==> src/rtl/mcode_seq_if.sv <==
// Bundle of sequencer-facing signals: start/entry control, ROM bus and datapath controls.
// Vectors are MSB-first; the legacy bit 0 of each field is the MSB here.
interface mcode_seq_if;
    logic        start;
    logic [5:0]  entry;
    logic [3:0]  cond;
    logic [26:0] z;
    logic [5:0]  a;
    logic        mclk;
    logic [8:0]  ctl;
    logic        ctl_vld;
    logic        busy;
    logic        err;

    modport master (
        input  start, entry, cond, z,
        output a, mclk, ctl, ctl_vld, busy, err
    );

    modport slave (
        output start, entry, cond, z,
        input  a, mclk, ctl, ctl_vld, busy, err
    );
endinterface

==> src/rtl/mcode_seq.sv <==
// Microprogram sequencer: drives the microcode ROM address/strobe, decodes the
// returned microword and computes the next address (branch, call/return, loop).
module mcode_seq #(
    parameter int unsigned STK_DEPTH = 4
) (
    input logic         sys_clk,
    input logic         resetl,
    mcode_seq_if.master bus
);
    localparam int unsigned SPW = $clog2(STK_DEPTH) + 1;
    localparam int unsigned IXW = SPW - 1;

    localparam logic [2:0] S_IDLE = 3'd0;
    localparam logic [2:0] S_ADDR = 3'd1;
    localparam logic [2:0] S_STRB = 3'd2;
    localparam logic [2:0] S_WAIT = 3'd3;
    localparam logic [2:0] S_EXEC = 3'd4;

    localparam logic [2:0] OP_CONT  = 3'd0;
    localparam logic [2:0] OP_JMP   = 3'd1;
    localparam logic [2:0] OP_JCC   = 3'd2;
    localparam logic [2:0] OP_CALL  = 3'd3;
    localparam logic [2:0] OP_RET   = 3'd4;
    localparam logic [2:0] OP_LDCNT = 3'd5;
    localparam logic [2:0] OP_LOOP  = 3'd6;
    localparam logic [2:0] OP_HALT  = 3'd7;

    logic [2:0]     state;
    logic [5:0]     a_q;
    logic           mclk_q;
    logic [8:0]     ctl_q;
    logic           ctl_vld_q;
    logic           err_q;
    logic [SPW-1:0] sp;
    logic [5:0]     cnt;
    logic [5:0]     stk [STK_DEPTH];

    logic [5:0]     f_tgt;
    logic [2:0]     f_op;
    logic [1:0]     f_sel;
    logic           f_pol;
    logic [5:0]     f_cnt;
    logic [8:0]     f_ctl;

    logic [5:0]     pc_inc;
    logic [SPW-1:0] sp_dec;
    logic [IXW-1:0] push_ix;
    logic [IXW-1:0] pop_ix;
    logic           stk_full;
    logic           stk_empty;
    logic           cond_hit;

    logic [5:0]     nxt_a;
    logic [SPW-1:0] nxt_sp;
    logic [5:0]     nxt_cnt;
    logic           ex_err;
    logic           ex_halt;
    logic           do_push;

    assign f_tgt = bus.z[26:21];
    assign f_op  = bus.z[20:18];
    assign f_sel = bus.z[17:16];
    assign f_pol = bus.z[15];
    assign f_cnt = bus.z[14:9];
    assign f_ctl = bus.z[8:0];

    assign pc_inc    = a_q + 6'd1;
    assign sp_dec    = sp - SPW'(1);
    assign push_ix   = sp[IXW-1:0];
    assign pop_ix    = sp_dec[IXW-1:0];
    assign stk_full  = (sp == SPW'(STK_DEPTH));
    assign stk_empty = (sp == '0);
    // Legacy flag cond[0] is the MSB, so flag n sits at bit 3-n.
    assign cond_hit  = bus.cond[2'd3 - f_sel] ^ f_pol;

    always_comb begin
        nxt_a   = pc_inc;
        nxt_sp  = sp;
        nxt_cnt = cnt;
        ex_err  = 1'b0;
        ex_halt = 1'b0;
        do_push = 1'b0;
        case (f_op)
            OP_CONT: ;
            OP_JMP:  nxt_a = f_tgt;
            OP_JCC:  if (cond_hit) nxt_a = f_tgt;
            OP_CALL: begin
                if (stk_full) begin
                    ex_err = 1'b1;
                    nxt_a  = a_q;
                end else begin
                    do_push = 1'b1;
                    nxt_sp  = sp + SPW'(1);
                    nxt_a   = f_tgt;
                end
            end
            OP_RET: begin
                if (stk_empty) begin
                    ex_err = 1'b1;
                    nxt_a  = a_q;
                end else begin
                    nxt_sp = sp_dec;
                    nxt_a  = stk[pop_ix];
                end
            end
            OP_LDCNT: nxt_cnt = f_cnt;
            OP_LOOP: begin
                if (cnt != '0) begin
                    nxt_cnt = cnt - 6'd1;
                    nxt_a   = f_tgt;
                end
            end
            OP_HALT: begin
                ex_halt = 1'b1;
                nxt_a   = a_q;
            end
        endcase
    end

    always_ff @(posedge sys_clk or negedge resetl) begin
        if (!resetl) begin
            state     <= S_IDLE;
            a_q       <= '0;
            mclk_q    <= 1'b0;
            ctl_q     <= '0;
            ctl_vld_q <= 1'b0;
            err_q     <= 1'b0;
            sp        <= '0;
            cnt       <= '0;
        end else begin
            ctl_vld_q <= 1'b0;
            case (state)
                S_IDLE: begin
                    mclk_q <= 1'b0;
                    if (bus.start) begin
                        a_q   <= bus.entry;
                        err_q <= 1'b0;
                        sp    <= '0;
                        cnt   <= '0;
                        state <= S_ADDR;
                    end
                end
                S_ADDR: begin
                    mclk_q <= 1'b0;
                    state  <= S_STRB;
                end
                S_STRB: begin
                    mclk_q <= 1'b1;
                    state  <= S_WAIT;
                end
                S_WAIT: begin
                    mclk_q <= 1'b1;
                    state  <= S_EXEC;
                end
                S_EXEC: begin
                    mclk_q    <= 1'b0;
                    ctl_q     <= f_ctl;
                    ctl_vld_q <= 1'b1;
                    a_q       <= nxt_a;
                    sp        <= nxt_sp;
                    cnt       <= nxt_cnt;
                    if (ex_err) err_q <= 1'b1;
                    state     <= (ex_err || ex_halt) ? S_IDLE : S_ADDR;
                end
                default: state <= S_IDLE;
            endcase
        end
    end

    always_ff @(posedge sys_clk) begin
        if (state == S_EXEC && do_push) stk[push_ix] <= pc_inc;
    end

    assign bus.a       = a_q;
    assign bus.mclk    = mclk_q;
    assign bus.ctl     = ctl_q;
    assign bus.ctl_vld = ctl_vld_q;
    assign bus.err     = err_q;
    assign bus.busy    = (state != S_IDLE);
endmodule

==> src/flat_wrapper.sv <==
// flat-port wrapper written by rule: the top's interface ports become plain ports
module mcode_seq_flat 
#(
    parameter int unsigned STK_DEPTH = 4
)
  (sys_clk, resetl, bus_start, bus_entry, bus_cond, bus_z, bus_a, bus_mclk, bus_ctl, bus_ctl_vld, bus_busy, bus_err);
  mcode_seq_if bus_i ();
  input logic sys_clk;
  input logic resetl;
  input wire logic [$bits(bus_i.start)-1:0] bus_start;
  input wire logic [$bits(bus_i.entry)-1:0] bus_entry;
  input wire logic [$bits(bus_i.cond)-1:0] bus_cond;
  input wire logic [$bits(bus_i.z)-1:0] bus_z;
  output wire logic [$bits(bus_i.a)-1:0] bus_a;
  output wire logic [$bits(bus_i.mclk)-1:0] bus_mclk;
  output wire logic [$bits(bus_i.ctl)-1:0] bus_ctl;
  output wire logic [$bits(bus_i.ctl_vld)-1:0] bus_ctl_vld;
  output wire logic [$bits(bus_i.busy)-1:0] bus_busy;
  output wire logic [$bits(bus_i.err)-1:0] bus_err;
  assign bus_i.start = bus_start;
  assign bus_i.entry = bus_entry;
  assign bus_i.cond = bus_cond;
  assign bus_i.z = bus_z;
  assign bus_a = bus_i.a;
  assign bus_mclk = bus_i.mclk;
  assign bus_ctl = bus_i.ctl;
  assign bus_ctl_vld = bus_i.ctl_vld;
  assign bus_busy = bus_i.busy;
  assign bus_err = bus_i.err;
  mcode_seq #(.STK_DEPTH(STK_DEPTH)) u_core (.sys_clk(sys_clk), .resetl(resetl), .bus(bus_i));
endmodule
==> config.mk <==
export PLATFORM = sky130hd
export DESIGN_NAME = mcode_seq_flat
export DESIGN_NICKNAME = d
export VERILOG_FILES = /design/src/rtl/mcode_seq_if.sv /design/src/rtl/mcode_seq.sv /design/src/flat_wrapper.sv
export SDC_FILE = /design/constraint.sdc
export NUM_CORES = 1
export LEC_CHECK = 0
export BUFFER_PORTS_ARGS = -buffer_cell sky130_fd_sc_hd__clkbuf_2
export CORE_MARGIN = 2
export CORE_UTILIZATION = 30
export CTS_CLUSTER_SIZE = 24
export DETAILED_ROUTE_END_ITERATION = 7
export RECOVER_POWER = 25
export SLEW_MARGIN = 20
export SYNTH_ARGS = -nofsm -noshare
export SYNTH_HDL_FRONTEND = slang
export SYNTH_SLANG_ARGS = --single-unit
==> constraint.sdc <==
create_clock -name sys_clk -period 3.3 [get_ports sys_clk]
set_clock_uncertainty 0.05 [all_clocks]
set_input_delay 0.165 -clock sys_clk [delete_from_list [all_inputs] [get_ports sys_clk]]
set_output_delay 0.165 -clock sys_clk [all_outputs]
set_load 0.02 [all_outputs]
Yosys cells after proc, flatten, opt, wreduce, memory -nomap -nowiden
Memory sizes are Yosys's and may differ from the RTL's.
Index checks and enable logic that the tools add are counted.
Cells by class
  reductions and logical operators: 14
  bitwise gates (word level): 1
  $add $sub $neg: 5
  equality and inequality tests: 20
  mux-type cells: 34
  magnitude comparators: 1
Operator list (count)
  $mux W6: 7
  $pmux W6 S2: 3
  $pmux W6 S6: 1
  $eq A3 B3 Y1 const B: 6
  $pmux W3 S5: 1
  $eq A3 B2 Y1 const B: 4
  $mux W1: 12
  $mux W3: 4
  $ne A3 B3 Y1 const B: 4
  $pmux W3 S2: 2
  $reduce_and A5 Y1: 2
  $add A6 B1 Y6 const B: 1
  $eq A3 B1 Y1 const B: 2
  $logic_not A3 Y1: 2
  $pmux W1 S2: 3
  $reduce_bool A6 Y1: 1
  $sub A6 B1 Y6 const B: 1
  $ne A2 B2 Y1 const B: 2
  $reduce_and A4 Y1: 1
  $reduce_bool A2 Y1: 2
  $add A3 B1 Y3 const B: 1
  $lt A2 B3 Y1 const B: 1
  $ne A3 B2 Y1 const B: 1
  $reduce_and A3 Y1: 1
  10 further kinds: 10
Storage, ports and cells
  logic and storage cells: 84
  memories kept: 1
  flip-flop bits (word level): 30
  bits in writable memories: 24
Memory list
  u_core.stk: depth 4, width 6, read ports 1, clocked after memory_dff 0, write ports 1, line mcode_seq.sv:36  | logic [5:0] stk [STK_DEPTH];

Longest topological paths before layout
  depth after elaboration: 7
  depth in mapped cells: 10
  depth with buffers taken out: 7

Worst setup path before layout
Ideal clock, no wire load.
  kind: flip-flop to flip-flop
  start point: register u_core.sp[0]
  end point: register u_core.a_q[3], in the netlist u_core.bus.a[3]
  slack: 0.610 ns
  data required time: 3.117 ns
  path buffers: 3
  arrival: 2.507 ns
  setup time: 0.133 ns
  stages on the path, launching flop included: 11
  cells stage by stage: dfrtp_1 > clkbuf_1 > inv_1 > ha_1 > and3b_1 > a211o_1 > buf_6 > or3_1 > buf_2 > a221oi_1 > a211oi_1
Between the ends
  cells in the longest elaborated chain, start to end: 5
  elaborated cells on any way between the ends: 10
  classes of those cells: add/sub (1); eq/ne (3); mux (3); reduce/logical (2); memory (1)
RTL lines
  start: declaration: line mcode_seq.sv:34  | logic [SPW-1:0] sp;
  start signal: assignment: line mcode_seq.sv:160  | sp <= nxt_sp;
  $sub A3 B1 Y3: line mcode_seq.sv:68  | assign sp_dec = sp - SPW'(1);
  $mem_v2 Z4 W6
  $mux W6: line mcode_seq.sv:98  | if (stk_empty) begin
  $pmux W6 S6: line mcode_seq.sv:83  | case (f_op)
  $pmux W6 S2: line mcode_seq.sv:132  | case (state)
  end signal: assignment: line mcode_seq.sv:136  | a_q <= bus.entry;
  end signal: assignment: line mcode_seq.sv:159  | a_q <= nxt_a;
  end: declaration: line mcode_seq.sv:29  | logic [5:0] a_q;
Several ways; a longest one is shown, not always the timed one. The select of a mux whose other input is x is not followed.
A chain may end at the register's enable or synchronous reset.

Worst setup path in the final report
  start point: register u_core.state[2]
  end point: register u_core.a_q[4], in the netlist u_core.bus.a[4]
Between the ends
  cells in the longest elaborated chain, start to end: 3
  elaborated cells on any way between the ends: 9
  classes of those cells: eq/ne (5); mux (1); reduce/logical (3)
RTL lines
  start: declaration: line mcode_seq.sv:28  | logic [2:0] state;
  start signal: assignment: line mcode_seq.sv:163  | state <= (ex_err || ex_halt) ? S_IDLE : S_ADDR;
  $eq A3 B3 Y1 or $logic_not A3 Y1 (tied branches): line mcode_seq.sv:132
  $ne A3 B3 Y1 (no source line) (tied with other cells)
  $reduce_and A5 Y1 (no source line)
Several ways; a longest one is shown, not always the timed one.

==> impl_results.rst <==
.. list-table::
   :header-rows: 1

   * - Metric
     - Value
   * - Most common cell in the netlist
     - nand2_1
   * - Synth top area cells
     - dfrtp_1 (26%), edfxtp_1 (25%), mux4_2 (5.5%), nand2_1 (4.8%), ha_1 (3.5%)
   * - Static Leakage
     - around 1.4 nW
   * - Outcome
     - finished with violations
   * - Post-Synthesis Cell Area
     - 2870 um2
   * - Count of routing violations after the opening detailed-route iteration
     - 157
   * - Initial cell density of the core
     - a little under a third
   * - Worst R2R Path Depth
     - 6
   * - Max-Slew Margin vs Limit
     - -13.8%
   * - Placed cell areas
     - 3270 um2
   * - Max-cap violations
     - 1
   * - Largest stage delay on the critical path
     - approximately 0.53 ns
   * - Power per Cell Area
     - 768 nW/um2
   * - Dominant combinational cell family by area after synthesis
     - simple AND/OR/NAND/NOR gates
   * - Basic-gate share of the synthesized area counting and, or, nand and nor cells
     - 17.5%
   * - Number of buffers added by the clock tree synthesis step
     - 5
   * - Setup Crit Path Kind
     - reg2reg
   * - Nature of the critical path startpoint
     - register
   * - Area fraction of the dominant cell type after synthesis
     - about a quarter
   * - Pin count of the biggest net entering global routing
     - 31
   * - Number of buffers added on ports
     - just under 60
   * - Sum of negative setup slack
     - 0 ns
   * - First-pass GRT wire length
     - about 11 mm
   * - Combined global-route utilization of all metal layers
     - about 14%
   * - Top_reg_cell synth
     - dfrtp_1
   * - Core Area
     - roughly 9200 um2
   * - Clock Latency Late Sink
     - just over 0.3 ns
   * - Crit path max-delay cell type
     - or3b_1
   * - Min Hold Slack
     - 0.0687 ns
   * - Critical hold path startpoint
     - bus_z[24]
   * - Unrepaired setup endpoints after global routing
     - false
   * - H-tree Lvls
     - 2
   * - Clock tree from TritonCTS
     - yes
   * - Number of warning messages in the yosys log
     - 0
   * - Number of hold violations in the final report
     - 0
   * - Period utilisation layout
     - between 70% and 80%
   * - Required time of the worst setup path
     - between 3 and 4 ns
   * - Detailed-route via count
     - around 2300
   * - Net count after synthesis
     - 322
   * - Total congestion overflow after global routing
     - 0
   * - Maximum resistive drop on vdd
     - roughly 0.00036 V
   * - Buffering stage count on the worst path with inverters included
     - 2
   * - Flops & latches, synth
     - 54
   * - Min-Delay Path Class
     - in2reg
   * - Clock transition at the registers of the reported paths
     - 0.10 ns
   * - Number of synthesized flops with an enable pin
     - 24
   * - Failing checks
     - max-capacitance violations, max-slew violations
   * - Routed wirelength normalized by instance count
     - ~15 um
   * - Area delta synth->final
     - 20.4%
   * - Kind of end point of the critical path
     - register
   * - Area of the die
     - 10300 um2
   * - Data arrival, critical path
     - roughly 2.8 ns
   * - Startpoint of the worst register-to-register path
     - u_core.state[2]$_DFFE_PN0P_
   * - Final slew viol count
     - 31
   * - I/O pin total
     - ~60
   * - Vias per cell
     - about 5
   * - Count of final setup violators
     - 0
   * - Number of antenna violations at the first check in global routing
     - 0
   * - Top fanout value on the critical path
     - 19
   * - Ordered cell list for the critical path
     - or3b_1 > inv_1 > buf_4 > a21oi_1 > nor2_1 > a211oi_1
   * - Post-route minimum period
     - ~2.6 ns
   * - Slew @ Worst Pin
     - 1.71 ns
   * - Total DRC errors in the routed layout
     - 0
   * - Share of flip-flops with an asynchronous set or reset
     - about 56%
   * - Maximum clock frequency
     - 385 MHz
   * - Placement row count
     - 35
   * - Fraction of synthesized cell area in xor and xnor cells
     - 2.45%
   * - Via count of the first global-routing pass
     - between 2000 and 2500
   * - Root Buffer
     - clkbuf_8
   * - Register-to-Register Setup Slack
     - between 0.6 and 0.7 ns
   * - Post-route insts no fill
     - 468
   * - Post-synthesis adder-cell area fraction
     - 3.49%
   * - Buffers inserted by post-CTS timing repair
     - 0
   * - Clock tree sinks
     - 54
   * - Ant diodes
     - 0
   * - Worst-case clock buffer depth
     - 2
   * - Worst R2R End
     - u_core.bus.a[4]$_DFFE_PN0P_
   * - Synthesized area per cell
     - about 10 um2
   * - Die width
     - just over 100 um
   * - Chip height
     - about 100 um
   * - Final Core Density
     - between 30 and 40%
   * - Largest delay contributor family on the critical path
     - compound AO/OA/AOI/OAI gates
   * - Total iterations of the first detailed-routing run
     - 4
   * - HPWL reported at the end of detailed placement
     - ~5.2 mm
   * - Hold-critical path depth
     - 3
   * - Share of cells above drive strength 1
     - around 20%
   * - Multiplexer share of the synthesized area
     - 6.64%
   * - Cell accounting for the most synthesized area
     - dfrtp_1
   * - Fin nets
     - just under 400
   * - Final Instance Area
     - ~3400 um2
   * - Final weighted congestion in routability-driven placement
     - approximately 0.87
   * - Synthesized netlist cell count
     - around 270
   * - Post-synthesis sequential area ratio
     - between 50% and 60%
   * - Count of nets left with antenna violations after detail routing
     - 0
   * - Post-synthesis cell type count
     - 47
   * - Top cells by count, synth
     - nand2_1 (37), dfrtp_1 (30), edfxtp_1 (24), a21oi_1 (19), nor2_1 (17)
   * - Compound-cell area share of the yosys netlist
     - about 14%
   * - Placed insts
     - 450
   * - Total wirelength of the detailed-routed design
     - ~7 mm
   * - Worst-case hold path end point
     - u_core.bus.a[3]$_DFFE_PN0P_
[cell usage in the layout, fill, tap and decap left out, drive strengths merged, types with 3 or more instances in the layout]
cell type / n
edfxtp: 24
and2: 5
or3: 4
xnor2: 5
nand2: 37
and3b: 3
nor2b: 4
o21bai: 3
inv: 12
buf: 4
xor2: 3
o22ai: 4
nor3b: 3
nor2: 17
dlygate4sd3: 10
a211oi: 7
dfrtp: 30
a221oi: 4
o21ai: 17
nor3: 11
mux4: 7
clkbuf: 63
nand3: 6
a31oi: 4
or2: 3
a21oi: 19
ha: 8
[stage by stage]
stage	total power, W	setup slack, ns
2_1_floorplan	0.00192	0.610
5_1_grt	0.00284	0.555
6_report	0.00265	0.700
4_1_cts	0.00269	0.760
3_5_place_dp	0.00228	0.775
3_3_place_gp	0.00227	0.816
[cell families (layout without fill, tap and decap cells)]
logic type               Yosys count  after routing
AND/OR/NAND/NOR                  102            102
AO/OA/AOI/OAI                     66             66
flip-flops                        54             54
buffers and inverters             26             91
multiplexers                      10             10
adder cells (fa/ha/maj)            8              8
XOR/XNOR                           8              8
[state kept, by name, indices dropped and copies added (netlist names)]
signal	flops
u_core.bus.a	6
u_core.sp	3
u_core.bus.err	1
u_core.bus.mclk	1
u_core.stk	24
u_core.state	3
u_core.bus.ctl_vld	1
u_core.cnt	6
u_core.bus.ctl	9
[per-layer routing]
layer | up-vias | global-route usage [%] | wire length, um
met5 | - | 0 | 0
met3 | 18 | 3.31 | 486
met4 | 0 | 5.41 | 182
met2 | 96 | 21.6 | 3160
met1 | 1111 | 19.3 | 3220
li1 | 1122 | - | -
[worst max path at each step]
stage                                      startpoint                          end  cells after the start
final                     u_core.state[2]$_DFFE_PN0P_  u_core.bus.a[4]$_DFFE_PN0P_                      6
after global routing      u_core.state[2]$_DFFE_PN0P_  u_core.bus.a[5]$_DFFE_PN0P_                      6
after CTS                    u_core.sp[0]$_DFFE_PN0P_  u_core.bus.a[4]$_DFFE_PN0P_                      8
after detailed placement     u_core.sp[0]$_DFFE_PN0P_  u_core.bus.a[4]$_DFFE_PN0P_                      8
after global placement    u_core.state[2]$_DFFE_PN0P_   u_core.stk[3][3]$_DFFE_PP_                      5
after floorplan              u_core.sp[0]$_DFFE_PN0P_  u_core.bus.a[3]$_DFFE_PN0P_                     10
[power by group]
| part | switching, W | internal [W] |
|---|---|---|
| clock network | 0.000235 | 0.000158 |
| logic | 0.000730 | 0.000431 |
| registers | 0.000157 | 0.000938 |
[tightest hold or removal path: stages]
cell and delay, ns:
clkbuf_2 0.08, o21ai_0 0.08, a211oi_1 0.07
[what timing repair did]
action                     CTS  global route
hold buffers                10             0
setup endpoints to repair    0             0
hold endpoints to repair    39             0
gates resized for setup      0             0
[cell type report]
type                            count  area [um2]
Clock buffer                        5        68.8
Clock inverter                      3        28.8
Inverter                           11        41.3
Sequential cell                    54        1470
Multi-Input combinational cell    194        1270
Fill cell                         918        5790
Timing Repair Buffer               72         403
Tap cell                          129         161
No activity file was read; power rests on OpenSTA's default activity.
